--- config.mk ---
export PLATFORM = sky130hd
export DESIGN_NAME = lcd_port_arbiter
export DESIGN_NICKNAME = d
export VERILOG_FILES = /design/src/rtl/lcd_port_arbiter.sv
export SDC_FILE = /design/constraint.sdc
export NUM_CORES = 1
export LEC_CHECK = 0
export ABC_AREA = 1
export BUFFER_PORTS_ARGS = -buffer_cell sky130_fd_sc_hd__clkbuf_2
export CAP_MARGIN = 10
export CORE_ASPECT_RATIO = 0.7
export CORE_MARGIN = 2
export CORE_UTILIZATION = 35
export CTS_CLUSTER_DIAMETER = 80
export DETAILED_ROUTE_END_ITERATION = 10
export GPL_ROUTABILITY_DRIVEN = 0
export HOLD_SLACK_MARGIN = 0.12
export MAX_ROUTING_LAYER = met4
export SYNTH_ARGS = -nofsm -noshare
export SYNTH_HDL_FRONTEND = slang
export SYNTH_SLANG_ARGS = --single-unit
--- constraint.sdc ---
create_clock -name CLK -period 2.6 [get_ports CLK]
set_input_delay 0.13 -clock CLK [delete_from_list [all_inputs] [get_ports CLK]]
set_output_delay 0.13 -clock CLK [all_outputs]
set_load 0.02 [all_outputs]
--- src/rtl/lcd_port_arbiter.sv ---
// lcd_port_arbiter: runs the power-on init and configuration of a 4-bit
// character LCD, then grants the bus round-robin to two byte requesters.
// Each byte goes out as two nibble strobes with setup, enable, gap and
// command-execution waits, all timed by a single phase counter.
module lcd_port_arbiter #(
   parameter int T_PWR   = 750000,
   parameter int T_INIT1 = 205000,
   parameter int T_INIT2 = 5000,
   parameter int T_SU    = 2,
   parameter int T_EH    = 12,
   parameter int T_GAP   = 50,
   parameter int T_CMD   = 2000,
   parameter int T_CLR   = 82000,
   parameter int TW      = 20
) (
   input  logic       CLK,
   input  logic       RST,
   input  logic       req0,
   input  logic       req1,
   input  logic       rs0,
   input  logic       rs1,
   input  logic [7:0] byte0,
   input  logic [7:0] byte1,
   output logic       ack0,
   output logic       ack1,
   output logic       ready,
   output logic       LCD_E,
   output logic       LCD_RS,
   output logic       LCD_RW,
   output logic [3:0] SF_D
);

   // Init nibbles reuse the low-nibble phases; config bytes reuse the full
   // byte path, so the whole sequencer is one small state machine.
   typedef enum logic [2:0] {
      S_PWR, S_IDLE, S_SU_H, S_EH_H, S_GAP, S_SU_L, S_EH_L, S_WAIT
   } state_t;

   state_t          state, state_n;
   logic [TW-1:0]   timer, timer_n, last_cnt;
   logic [3:0]      seq, seq_n;        // 0..3 init nibbles, 4..7 config, 8 done
   logic            cur_rs, cur_rs_n;
   logic [7:0]      cur_byte, cur_byte_n;
   logic            last, last_n;      // port granted most recently
   logic            ack0_n, ack1_n, e_n, rs_n, g1;
   logic [3:0]      d_n;
   logic            phase_end, is_clr;

   function automatic logic [3:0] init_nib(input logic [3:0] idx);
      return (idx == 4'd3) ? 4'h2 : 4'h3;
   endfunction

   function automatic logic [7:0] cfg_byte(input logic [1:0] idx);
      case (idx)
         2'd0:    return 8'h28;
         2'd1:    return 8'h06;
         2'd2:    return 8'h0C;
         default: return 8'h01;
      endcase
   endfunction

   assign LCD_RW = 1'b0;
   assign ready  = (state == S_IDLE);
   assign is_clr = !cur_rs && (cur_byte == 8'h01 || cur_byte == 8'h02);

   // Terminal count of the current phase; the counter runs 0..last_cnt.
   always_comb begin
      last_cnt = '0;
      case (state)
         S_PWR:          last_cnt = TW'(T_PWR - 1);
         S_SU_H, S_SU_L: last_cnt = TW'(T_SU - 1);
         S_EH_H, S_EH_L: last_cnt = TW'(T_EH - 1);
         S_GAP:          last_cnt = TW'(T_GAP - 1);
         S_WAIT: begin
            if (seq == 4'd0)      last_cnt = TW'(T_INIT1 - 1);
            else if (seq == 4'd1) last_cnt = TW'(T_INIT2 - 1);
            else if (seq < 4'd4)  last_cnt = TW'(T_CMD - 1);
            else if (is_clr)      last_cnt = TW'(T_CLR - 1);
            else                  last_cnt = TW'(T_CMD - 1);
         end
         default:        last_cnt = '0;
      endcase
   end

   assign phase_end = (timer == last_cnt);

   // Next-state, arbitration and pin values; pins change only at phase edges.
   always_comb begin
      state_n    = state;
      timer_n    = timer + TW'(1);
      seq_n      = seq;
      cur_rs_n   = cur_rs;
      cur_byte_n = cur_byte;
      last_n     = last;
      ack0_n     = 1'b0;
      ack1_n     = 1'b0;
      e_n        = LCD_E;
      rs_n       = LCD_RS;
      d_n        = SF_D;
      g1         = 1'b0;
      case (state)
         S_PWR: if (phase_end) begin
            state_n = S_SU_L;
            timer_n = '0;
            d_n     = init_nib(4'd0);
            rs_n    = 1'b0;
         end
         S_IDLE: begin
            timer_n = '0;
            if (req0 || req1) begin
               // On a tie the port not granted last wins.
               g1         = req1 && (!req0 || !last);
               last_n     = g1;
               ack0_n     = !g1;
               ack1_n     = g1;
               cur_rs_n   = g1 ? rs1 : rs0;
               cur_byte_n = g1 ? byte1 : byte0;
               d_n        = g1 ? byte1[7:4] : byte0[7:4];
               rs_n       = g1 ? rs1 : rs0;
               state_n    = S_SU_H;
            end
         end
         S_SU_H, S_SU_L: if (phase_end) begin
            state_n = (state == S_SU_H) ? S_EH_H : S_EH_L;
            timer_n = '0;
            e_n     = 1'b1;
         end
         S_EH_H, S_EH_L: if (phase_end) begin
            state_n = (state == S_EH_H) ? S_GAP : S_WAIT;
            timer_n = '0;
            e_n     = 1'b0;
         end
         S_GAP: begin
            // Data is held one cycle past the E fall, then released.
            if (timer == '0) d_n = 4'h0;
            if (phase_end) begin
               state_n = S_SU_L;
               timer_n = '0;
               d_n     = cur_byte[3:0];
            end
         end
         S_WAIT: begin
            if (timer == '0) d_n = 4'h0;
            if (phase_end) begin
               timer_n = '0;
               if (seq < 4'd3) begin
                  seq_n   = seq + 4'd1;
                  state_n = S_SU_L;
                  d_n     = init_nib(seq + 4'd1);
                  rs_n    = 1'b0;
               end else if (seq < 4'd7) begin
                  seq_n      = seq + 4'd1;
                  state_n    = S_SU_H;
                  cur_rs_n   = 1'b0;
                  cur_byte_n = cfg_byte(seq_n[1:0]);
                  d_n        = cur_byte_n[7:4];
                  rs_n       = 1'b0;
               end else begin
                  seq_n   = 4'd8;
                  state_n = S_IDLE;
               end
            end
         end
         default: state_n = S_PWR;
      endcase
   end

   // State, timer and registered pin outputs with synchronous reset.
   always_ff @(posedge CLK) begin
      if (RST) begin
         state    <= S_PWR;
         timer    <= '0;
         seq      <= 4'd0;
         cur_rs   <= 1'b0;
         cur_byte <= 8'h00;
         last     <= 1'b1;
         ack0     <= 1'b0;
         ack1     <= 1'b0;
         LCD_E    <= 1'b0;
         LCD_RS   <= 1'b0;
         SF_D     <= 4'h0;
      end else begin
         state    <= state_n;
         timer    <= timer_n;
         seq      <= seq_n;
         cur_rs   <= cur_rs_n;
         cur_byte <= cur_byte_n;
         last     <= last_n;
         ack0     <= ack0_n;
         ack1     <= ack1_n;
         LCD_E    <= e_n;
         LCD_RS   <= rs_n;
         SF_D     <= d_n;
      end
   end

endmodule

==> impl_metrics.tcl, run 1 <==
set metrics [dict create \
    die_h_um 85.8 \
    synth-xor-area-share_pct 1.31 \
    synth_compound_area_share_pct 11.1 \
    antenna_found_initial 0 \
    syn_area_mm2 0.00335 \
    syn_avg_cell_area_um2 6.41 \
    p_int_mw 1.07 \
    path_class "flip-flop to flip-flop" \
    htreeDepth 2 \
    firstDrtPassIters 5 \
    dieArea_mm2 0.0104 \
    dp_slack_ns -0.0231 \
    combPwrFrac_pct 6.5 \
    core_area_mm2 0.00918 \
    p_clk_share_pct 43.4 \
    cts.clk_slew.worst_paths_ns 0.06 \
    portBuffers 30 \
    min_period_over_period_pct 92.6 \
    vias_per_cell 5.03 \
    fin_skew_ns 0.00506 \
    placed_cells 675 \
    start_kind "flip-flop" \
    worstPathRequired_ns 2.81 \
    min_period_ns 2.41 \
    ioPinCount 32 \
    hpwl_um 7500 \
    area_growth_pct 14.3 \
    wl_per_cell_um 13.8 \
    ctsRootBufferMaster "clkbuf_16" \
    fin_ws_ns 0.192 \
    diodes 0 \
    rsz0062_at_grt "yes" \
    worstPathMaxFanout 18 \
    total_power_mw 1.39 \
    fp-row-count 29 \
    cts_made_buffers 5 \
    fmax_mhz 415 \
    synthAdderAreaFrac_pct 2.62 \
    cts_buffer_depth 2 \
    status "completed" \
    setup_viol 0 \
    postCtsHoldBufs 0 \
    grt_max_degree 21 \
    synth_cell_types 46 \
    peakVddDrop_mv 0.239 \
    syn-num-nets 551 \
    wl_um 9430 \
    clock_sinks 45 \
    muxShareOfSynthArea_pct 0.299 \
    ant_nets 0 \
    hold_path.class "primary input to flip-flop" \
    die_w_um 121 \
    max_cap_violations 0 \
    drc 0 \
    finalMaxSlewViolations 0 \
    grt_overflow 0 \
    p_sw_share_pct 23.1 \
    nets 588 \
    syn_inst 522 \
    ys_seq_area_share_pct 26.9 \
    p_per_area_mw_per_mm2 364 \
    clock_latency_ns 0.29 \
    p_leak_nw 1.67 \
    cts_tree "built" \
    fillers 997 \
    pwr-share-seq_pct 50.0 \
    synth_top_family_by_area "simple AND/OR/NAND/NOR gates" \
    vias 3429 \
    grt_pass1_vias 3094 \
    floorplan.initialDensity_pct 36.4 \
    tns_ns 0 \
    track_usage_pct 19.8 \
    final_cell_count_no_fill 682 \
    power_switching_uw 321 \
    endpoint_kind "flip-flop" \
    hold_viol_final 0 \
    drt_iter0_markers 230 \
    ys.warnings.count 0 \
    grt_pass1_wl_um 15800 \
    cp.arrival_ns 2.62 \
    synthSimpleGateAreaFrac_pct 47.0 \
    ys_ff_latch 45 \
    drive_above_1_share_pct 18.5 \
]
## per-stage QoR
stage                     hold slack [ns]  instance area, µm²  util (%)
after floorplan                     0.203                3350         -
after global placement              0.453                3650      39.7
after detailed placement            0.449                3650      39.7
after CTS                           0.207                3780      41.2
after global routing                0.247                3820      41.7
final                               0.207                3820      41.7
## layer usage
metal / routed length, µm / global-route usage (%) / vias up
met1: 5160 / 31.0 / 1582
met2: 3720 / 26.2 / 82
met4: 70 / 3.91 / 0
met3: 484 / 2.99 / 8
met5: 0 / - / -
li1: - / - / 1757
## repair_timing
| item | 4_1_cts | 5_1_grt |
|---|---|---|
| buffers inserted | 0 | 1 |
| hold endpoints to repair | 0 | 0 |
| pin swaps | 0 | 2 |
| setup endpoints to repair | 2 | 22 |
| resized for setup | 3 | 10 |
## sequential cells by signal, indices dropped and copies added (netlist names)
name      count
last          1
LCD_E         1
cur_rs        1
SF_D          4
cur_byte      8
LCD_RS        1
timer        20
seq           4
state         3
ack0          1
ack1          1
## cell usage after synthesis, drive strengths merged
master  number  area (µm²)
nand2      152         648
nor3b        4        30.0
a211oi       3        27.5
dfxtp       45         901
a21oi       34         174
o211ai       1        7.51
nand3       58         353
o221ai       1        8.76
nor4         1        6.26
conb         1        3.75
xor2         4        35.0
o21ai       25         125
a31oi        1        6.26
nand4       12        75.1
buf         11        97.6
clkinv       4        20.0
clkbuf       2        7.51
inv         61         231
xnor2        1        8.76
o21bai       2        15.0
nor3        18         100
nand3b       4        33.8
ha           7        87.6
or2          3        18.8
mux2i        1        10.0
nor2        65         307
o21a         1        7.51
## placed cells by master (no fill, tap or decap), drive strengths merged, types with 2 or more instances in the layout
| master | n |
|---|---|
| nor2 | 65 |
| o21ai | 25 |
| nor3 | 18 |
| nand2 | 152 |
| nand3b | 4 |
| o21bai | 2 |
| nand4 | 12 |
| ha | 7 |
| nand3 | 58 |
| a211oi | 3 |
| inv | 61 |
| nor3b | 4 |
| dfxtp | 45 |
| or2 | 3 |
| a21oi | 34 |
| xor2 | 4 |
| clkbuf | 35 |
| clkinv | 5 |
| buf | 13 |
## power groups by stage
stage / combinational [mW] / clock (mW) / sequential, mW
after floorplan: 0.0544 / 0 / 0.712
after detailed placement: 0.0907 / 0 / 0.713
after global routing: 0.103 / 0.660 / 0.696
after global placement: 0.0903 / 0 / 0.713
after CTS: 0.0911 / 0.624 / 0.697
final: 0.0909 / 0.605 / 0.696
## critical path, cell delays in order (launching register included)
cell,delay [ns]
dfxtp_4,0.38
nor2_8,0.20
nand2_8,0.15
nand2_2,0.10
nand3_1,0.06
nor2_1,0.24
nand3_1,0.11
nor2_1,0.17
nand2_1,0.11
nor2_4,0.16
nand3_1,0.14
nand2_2,0.12
o221ai_1,0.16
a21oi_2,0.21
## final cells by class
class | count | area [µm²] | share of cell area, %
clock buffer | 5 | 125 | 3.27
clock inverter | 1 | 5.00 | 0.131
inverter | 65 | 251 | 6.58
multi-input combinational | 399 | 2120 | 55.4
sequential | 45 | 907 | 23.7
tap | 124 | 155 | 4.06
timing repair buffer | 43 | 260 | 6.81
## path summary, 6_finish.rpt
check                start           to  slack [ns]  cells after the start
setup / recovery  state[0]     state[2]        0.19                     13
hold / removal    byte1[6]  cur_byte[6]        0.21                      5
setup reg to reg  state[0]     state[2]        0.19                     13
hold reg to reg   timer[0]     timer[0]        0.46                      1
## cell families after synthesis
kind of cell,after synthesis
flip-flops,45
AO/OA/AOI/OAI,68
AND/OR/NAND/NOR,317
buffers and inverters,78
other,1
XOR/XNOR,5
multiplexers,1
adder cells (fa/ha/maj),7
(Power assumes the default switching activity.)
==> run 2: changes to the inputs <==
CORE_MARGIN = 1   (was 2)
==> impl_metrics.tcl, run 2 (same netlist as run 1, synthesis figures left out) <==
set metrics [dict create \
    drc 0 \
    ioPinCount 32 \
    ant_nets 0 \
    min_period_over_period_pct 95.1 \
    cp.arrival_ns 2.64 \
    final_common_cell "nand2_1" \
    final_cell_mix "nand2_1, inv_1, nor2_1, nand3_1, dfxtp_1" \
    path_class "flip-flop to flip-flop" \
    largest_register_ffs 20 \
    fmax_mhz 405 \
    cts_made_buffers 5 \
    endpoint_kind "flip-flop" \
    vias_per_cell 5.14 \
    top_register "timer" \
    track_usage_pct 21.0 \
    r2r_end "SF_D[3]" \
    p_per_area_mw_per_mm2 368 \
    worstPathMaxFanout 18 \
    grt_max_degree 19 \
    cts.clk_slew.worst_paths_ns 0.06 \
    peakVddDrop_mv 0.256 \
    firstDrtPassIters 5 \
    hold_path.class "primary input to flip-flop" \
    setup_viol 0 \
    die_w_um 119 \
    start_kind "flip-flop" \
    status "completed" \
    finalMaxSlewViolations 0 \
    antenna_found_initial 0 \
    hold_viol_final 0 \
    area_growth_pct 16.5 \
    floorplan.initialDensity_pct 36.4 \
    tightest_slew_ns 0.528 \
    ctsRootBufferMaster "clkbuf_16" \
    wl_per_cell_um 14.0 \
    cts_buffer_depth 2 \
    drt_iter0_markers 255 \
    die_h_um 83.8 \
    min_period_ns 2.47 \
    hpwl_um 7600 \
    largestRegisters "timer: 20 flops, cur_byte: 8 flops" \
    core_area_mm2 0.00918 \
    diodes 0 \
    wl_um 9690 \
    fp-row-count 29 \
    worstSetupStartpoint "state[0]" \
    r2r-start "state[0]" \
    clock_latency_ns 0.29 \
    fin_skew_ns 0.00620 \
    dieArea_mm2 0.00996 \
    grt_pass1_wl_um 16200 \
    utilization_pct 42.5 \
    max_cap_violations 0 \
    htreeDepth 2 \
    nets 595 \
    vias 3544 \
    grt_pass1_vias 3197 \
    worstPathRequired_ns 2.76 \
    total_power_mw 1.43 \
    cts_tree "built" \
    slew_headroom_pct 64.5 \
    grt_overflow 0 \
    portBuffers 30 \
    r2r_slack_ns 0.13 \
    p_leak_nw 1.71 \
    rr_worst_depth 14 \
    endpoint "SF_D[3]" \
    drive_above_1_share_pct 20.3 \
    clock_sinks 45 \
]
[run 2: cell types whose count changed in the layout (fill, tap and decap cells not counted), sizes merged]
cell    change
buf         +7
clkbuf      +2
clkinv      -1
[run 2: worst min path at each step]
stage / startpoint / to / slack, ns / depth (start not counted)
global placement: LCD_E / LCD_E / 0.45 / 1
global route: byte1[7] / cur_byte[7] / 0.24 / 5
CTS: byte1[7] / cur_byte[7] / 0.21 / 5
finish: byte1[6] / cur_byte[6] / 0.21 / 5
detailed placement: cur_byte[7] / cur_byte[7] / 0.46 / 2
floorplan: RST / seq[0] / 0.20 / 1
[run 2: timing repair]
item                                    in CTS  in global routing
setup buffers                                0                  6
hold buffers                                 0                  0
pin swaps                                    0                  3
endpoints found under the setup margin      18                 41
hold endpoints to repair                     0                  0
gates resized for setup                      5                 15
[run 2: cell type report]
class                   instances  area, µm²
well taps                     124        155
flip-flops and latches         45        908
inverters                      65        251
repair buffers                 50        300
multi-input cells             399       2140
fillers                       952       5280
clock buffers                   7        143
[run 2: worst max-delay path, cell delays in order, from the launching register on]
cell and delay [ns]:
dfxtp_4 0.38, nor2_8 0.20, nand2_8 0.16, nand2_2 0.10, nand3_1 0.06, nor2_1 0.24, nand3_1 0.12, nor2_1 0.19
nand2_1 0.12, nor2_4 0.18, nand3_1 0.23, nand3_1 0.15, nand3_1 0.09, nand2_1 0.06, a21oi_1 0.05
[run 2: per-stage QoR]
step                worst slack [ns]  setup TNS, ns  instance area (µm²)  std cells  hold slack [ns]
floorplan                      0.415              0                 3350        522            0.203
global placement              -0.247         -0.868                 3650        677            0.452
detailed placement            -0.226         -0.969                 3650        677            0.457
CTS                           0.0193              0                 3800        684            0.205
global route                 -0.0276        -0.0575                 3900        690            0.243
finish                         0.128              0                 3900        690            0.206
[run 2: power by group]
group | internal (mW) | switching, mW | total [mW]
registers | 0.692 | 0.00467 | 0.697
logic | 0.0351 | 0.0574 | 0.0925
clock network | 0.378 | 0.267 | 0.645
total | 1.11 | 0.329 | 1.43
[run 2: layer usage]
metal  part of all wire (%)  GRT usage, %  wire length (µm)  vias to the layer above
met5                      0             -                 0                        -
met4                    1.3          6.21               127                        0
met3                    7.5          3.76               728                        9
li1                       -             -                 -                     1786
met2                     39          28.6              3770                      130
met1                     52          31.0              5060                     1619
==> run 3: changes to the inputs <==
clock period = 2.15 ns   (was 2.6 ns; I/O delays follow)
==> impl_metrics.tcl, run 3 (same netlist as run 1, synthesis figures left out) <==
set metrics [dict create \
    utilization_pct 50.3 \
    cts_buffer_depth 2 \
    placed_cells 720 \
    p_sw_share_pct 22.2 \
    critical_path_depth 11 \
    cts_tree "built" \
    path_class "flip-flop to flip-flop" \
    portBuffers 30 \
    fin_skew_ns 0.00568 \
    p_leak_nw 2.05 \
    hold_viol_final 0 \
    cts.clk_slew.worst_paths_ns 0.06 \
    grt_overflow 0 \
    diodes 0 \
    min_path_cells 5 \
    r2r_slack_ns -0.12 \
    p_clk_share_pct 48.9 \
    drt_iter0_markers 316 \
    fmax_mhz 440 \
    hold_path.class "primary input to flip-flop" \
    peakVddDrop_mv 0.223 \
    die_h_um 83.8 \
    worstPathMaxFanout 5 \
    worstPathRequired_ns 2.37 \
    drc 0 \
    combPwrFrac_pct 6.5 \
    grt_max_degree 19 \
    ant_nets 0 \
    max_cap_violations 0 \
    max_stage_delay_ns 0.36 \
    min_period_ns 2.27 \
    grt_pass1_vias 3410 \
    final_cell_mix "nand2_1, buf_4, inv_1, nor2_1, nand3_1" \
    vias_per_cell 5.05 \
    wl_um 10700 \
    floorplan.initialDensity_pct 36.4 \
    crit_family "buffers and inverters" \
    cp.arrival_ns 2.50 \
    vias 3782 \
    ctsRootBufferMaster "clkbuf_16" \
    drive_above_1_share_pct 34.1 \
    area_growth_pct 38.0 \
    die_w_um 119 \
    status "finished with violations" \
    finalMaxSlewViolations 0 \
    cp_num_buf_inv 4 \
    postCtsHoldBufs 0 \
    worstSetupStartpoint "seq[0]" \
    r2r-start "seq[0]" \
    fin_ws_ns -0.123 \
    top_register "timer" \
    pwr-share-seq_pct 44.7 \
    p_int_mw 1.46 \
    wl_per_cell_um 14.2 \
    track_usage_pct 22.4 \
    endpoint "cur_byte[6]" \
    cts_made_buffers 5 \
    register_area_um2 916 \
    grt_pass1_wl_um 17100 \
    cp_slowest_cell "dfxtp_4" \
    setup_viol 17 \
    hpwl_um 7860 \
    multi_input_area_mm2 0.00232 \
    clock_latency_ns 0.29 \
    ioPinCount 32 \
    violations "negative setup slack" \
    endpoint_kind "flip-flop" \
    start_kind "flip-flop" \
    p_per_area_mw_per_mm2 407 \
    fp-row-count 29 \
    final_common_cell "nand2_1" \
    tns_ns -1.06 \
    cp_cell_sequence "buf_4, ha_1, a21oi_1, inv_1, nor2_1, nor2_1, inv_1, nand3_4, clkinv_4, nand3_2, a21oi_2" \
    firstDrtPassIters 5 \
    rsz0062_at_grt "yes" \
    htreeDepth 2 \
    final_cell_count_no_fill 749 \
    largestRegisters "timer: 20 flops, cur_byte: 8 flops" \
    clock_sinks 45 \
    largest_register_ffs 20 \
    power_switching_uw 418 \
    rr_worst_depth 11 \
    fillers 885 \
    antenna_found_initial 0 \
    min_period_over_period_pct 106 \
    r2r_end "cur_byte[6]" \
    dieArea_mm2 0.00996 \
    total_power_mw 1.88 \
    core_area_mm2 0.00918 \
    nets 653 \
]
run 3: worst reg2reg max path: cells and delay by family, from the launching register on:
family          cells  cell delay (ns)
fa+ha+maj           1             0.25
simple gates        4             0.52
flops               1             0.36
compound gates      2             0.47
buf+inv             4             0.60
run 3: stage by stage:
step | setup slack [ns] | hold slack (ns) | instance area [µm²]
after global routing | -0.222 | 0.209 | 4620
after detailed placement | -0.177 | 0.451 | 4010
after floorplan | 0.0413 | 0.173 | 3350
after CTS | -0.0318 | 0.180 | 4420
final | -0.123 | 0.186 | 4620
after global placement | -0.152 | 0.448 | 4010
run 3: area by class of cell:
cell class | count | share of cell area [%]
repair buffers | 106 | 17.2
clock inverters | 1 | 0.651
clock buffers | 7 | 3.09
repair inverters | 1 | 0.136
multi-input cells | 400 | 50.2
well taps | 124 | 3.36
flip-flops and latches | 45 | 19.8
inverters | 65 | 5.50
run 3: worst min path at each step:
stage | from | endpoint | slack (ns)
floorplan | RST | seq[0] | 0.17
global placement | timer[0] | timer[0] | 0.45
detailed placement | timer[0] | timer[0] | 0.45
CTS | byte1[2] | cur_byte[2] | 0.18
global route | byte1[2] | cur_byte[2] | 0.21
finish | byte1[2] | cur_byte[2] | 0.19
run 3: power groups by stage:
stage,sequential (mW),combinational [mW],clock [mW]
after floorplan,0.861,0.0658,0
after global placement,0.862,0.114,0
after detailed placement,0.862,0.116,0
after CTS,0.841,0.116,0.937
after global routing,0.839,0.135,0.960
final,0.839,0.121,0.919
run 3: repair_timing:
item | in CTS | in global routing
gates resized for setup | 35 | 44
buffers inserted | 13 | 6
setup endpoints to repair | 41 | 42
cloned | 2 | 0
pin swaps | 20 | 23
run 3: metal layers:
metal | vias to the layer above | wire length, µm | GRT usage, %
met5 | - | 0 | -
met1 | 1731 | 5200 | 31.8
met3 | 12 | 907 | 5.19
met4 | 0 | 115 | 4.60
li1 | 1898 | - | -
met2 | 141 | 4430 | 32.1
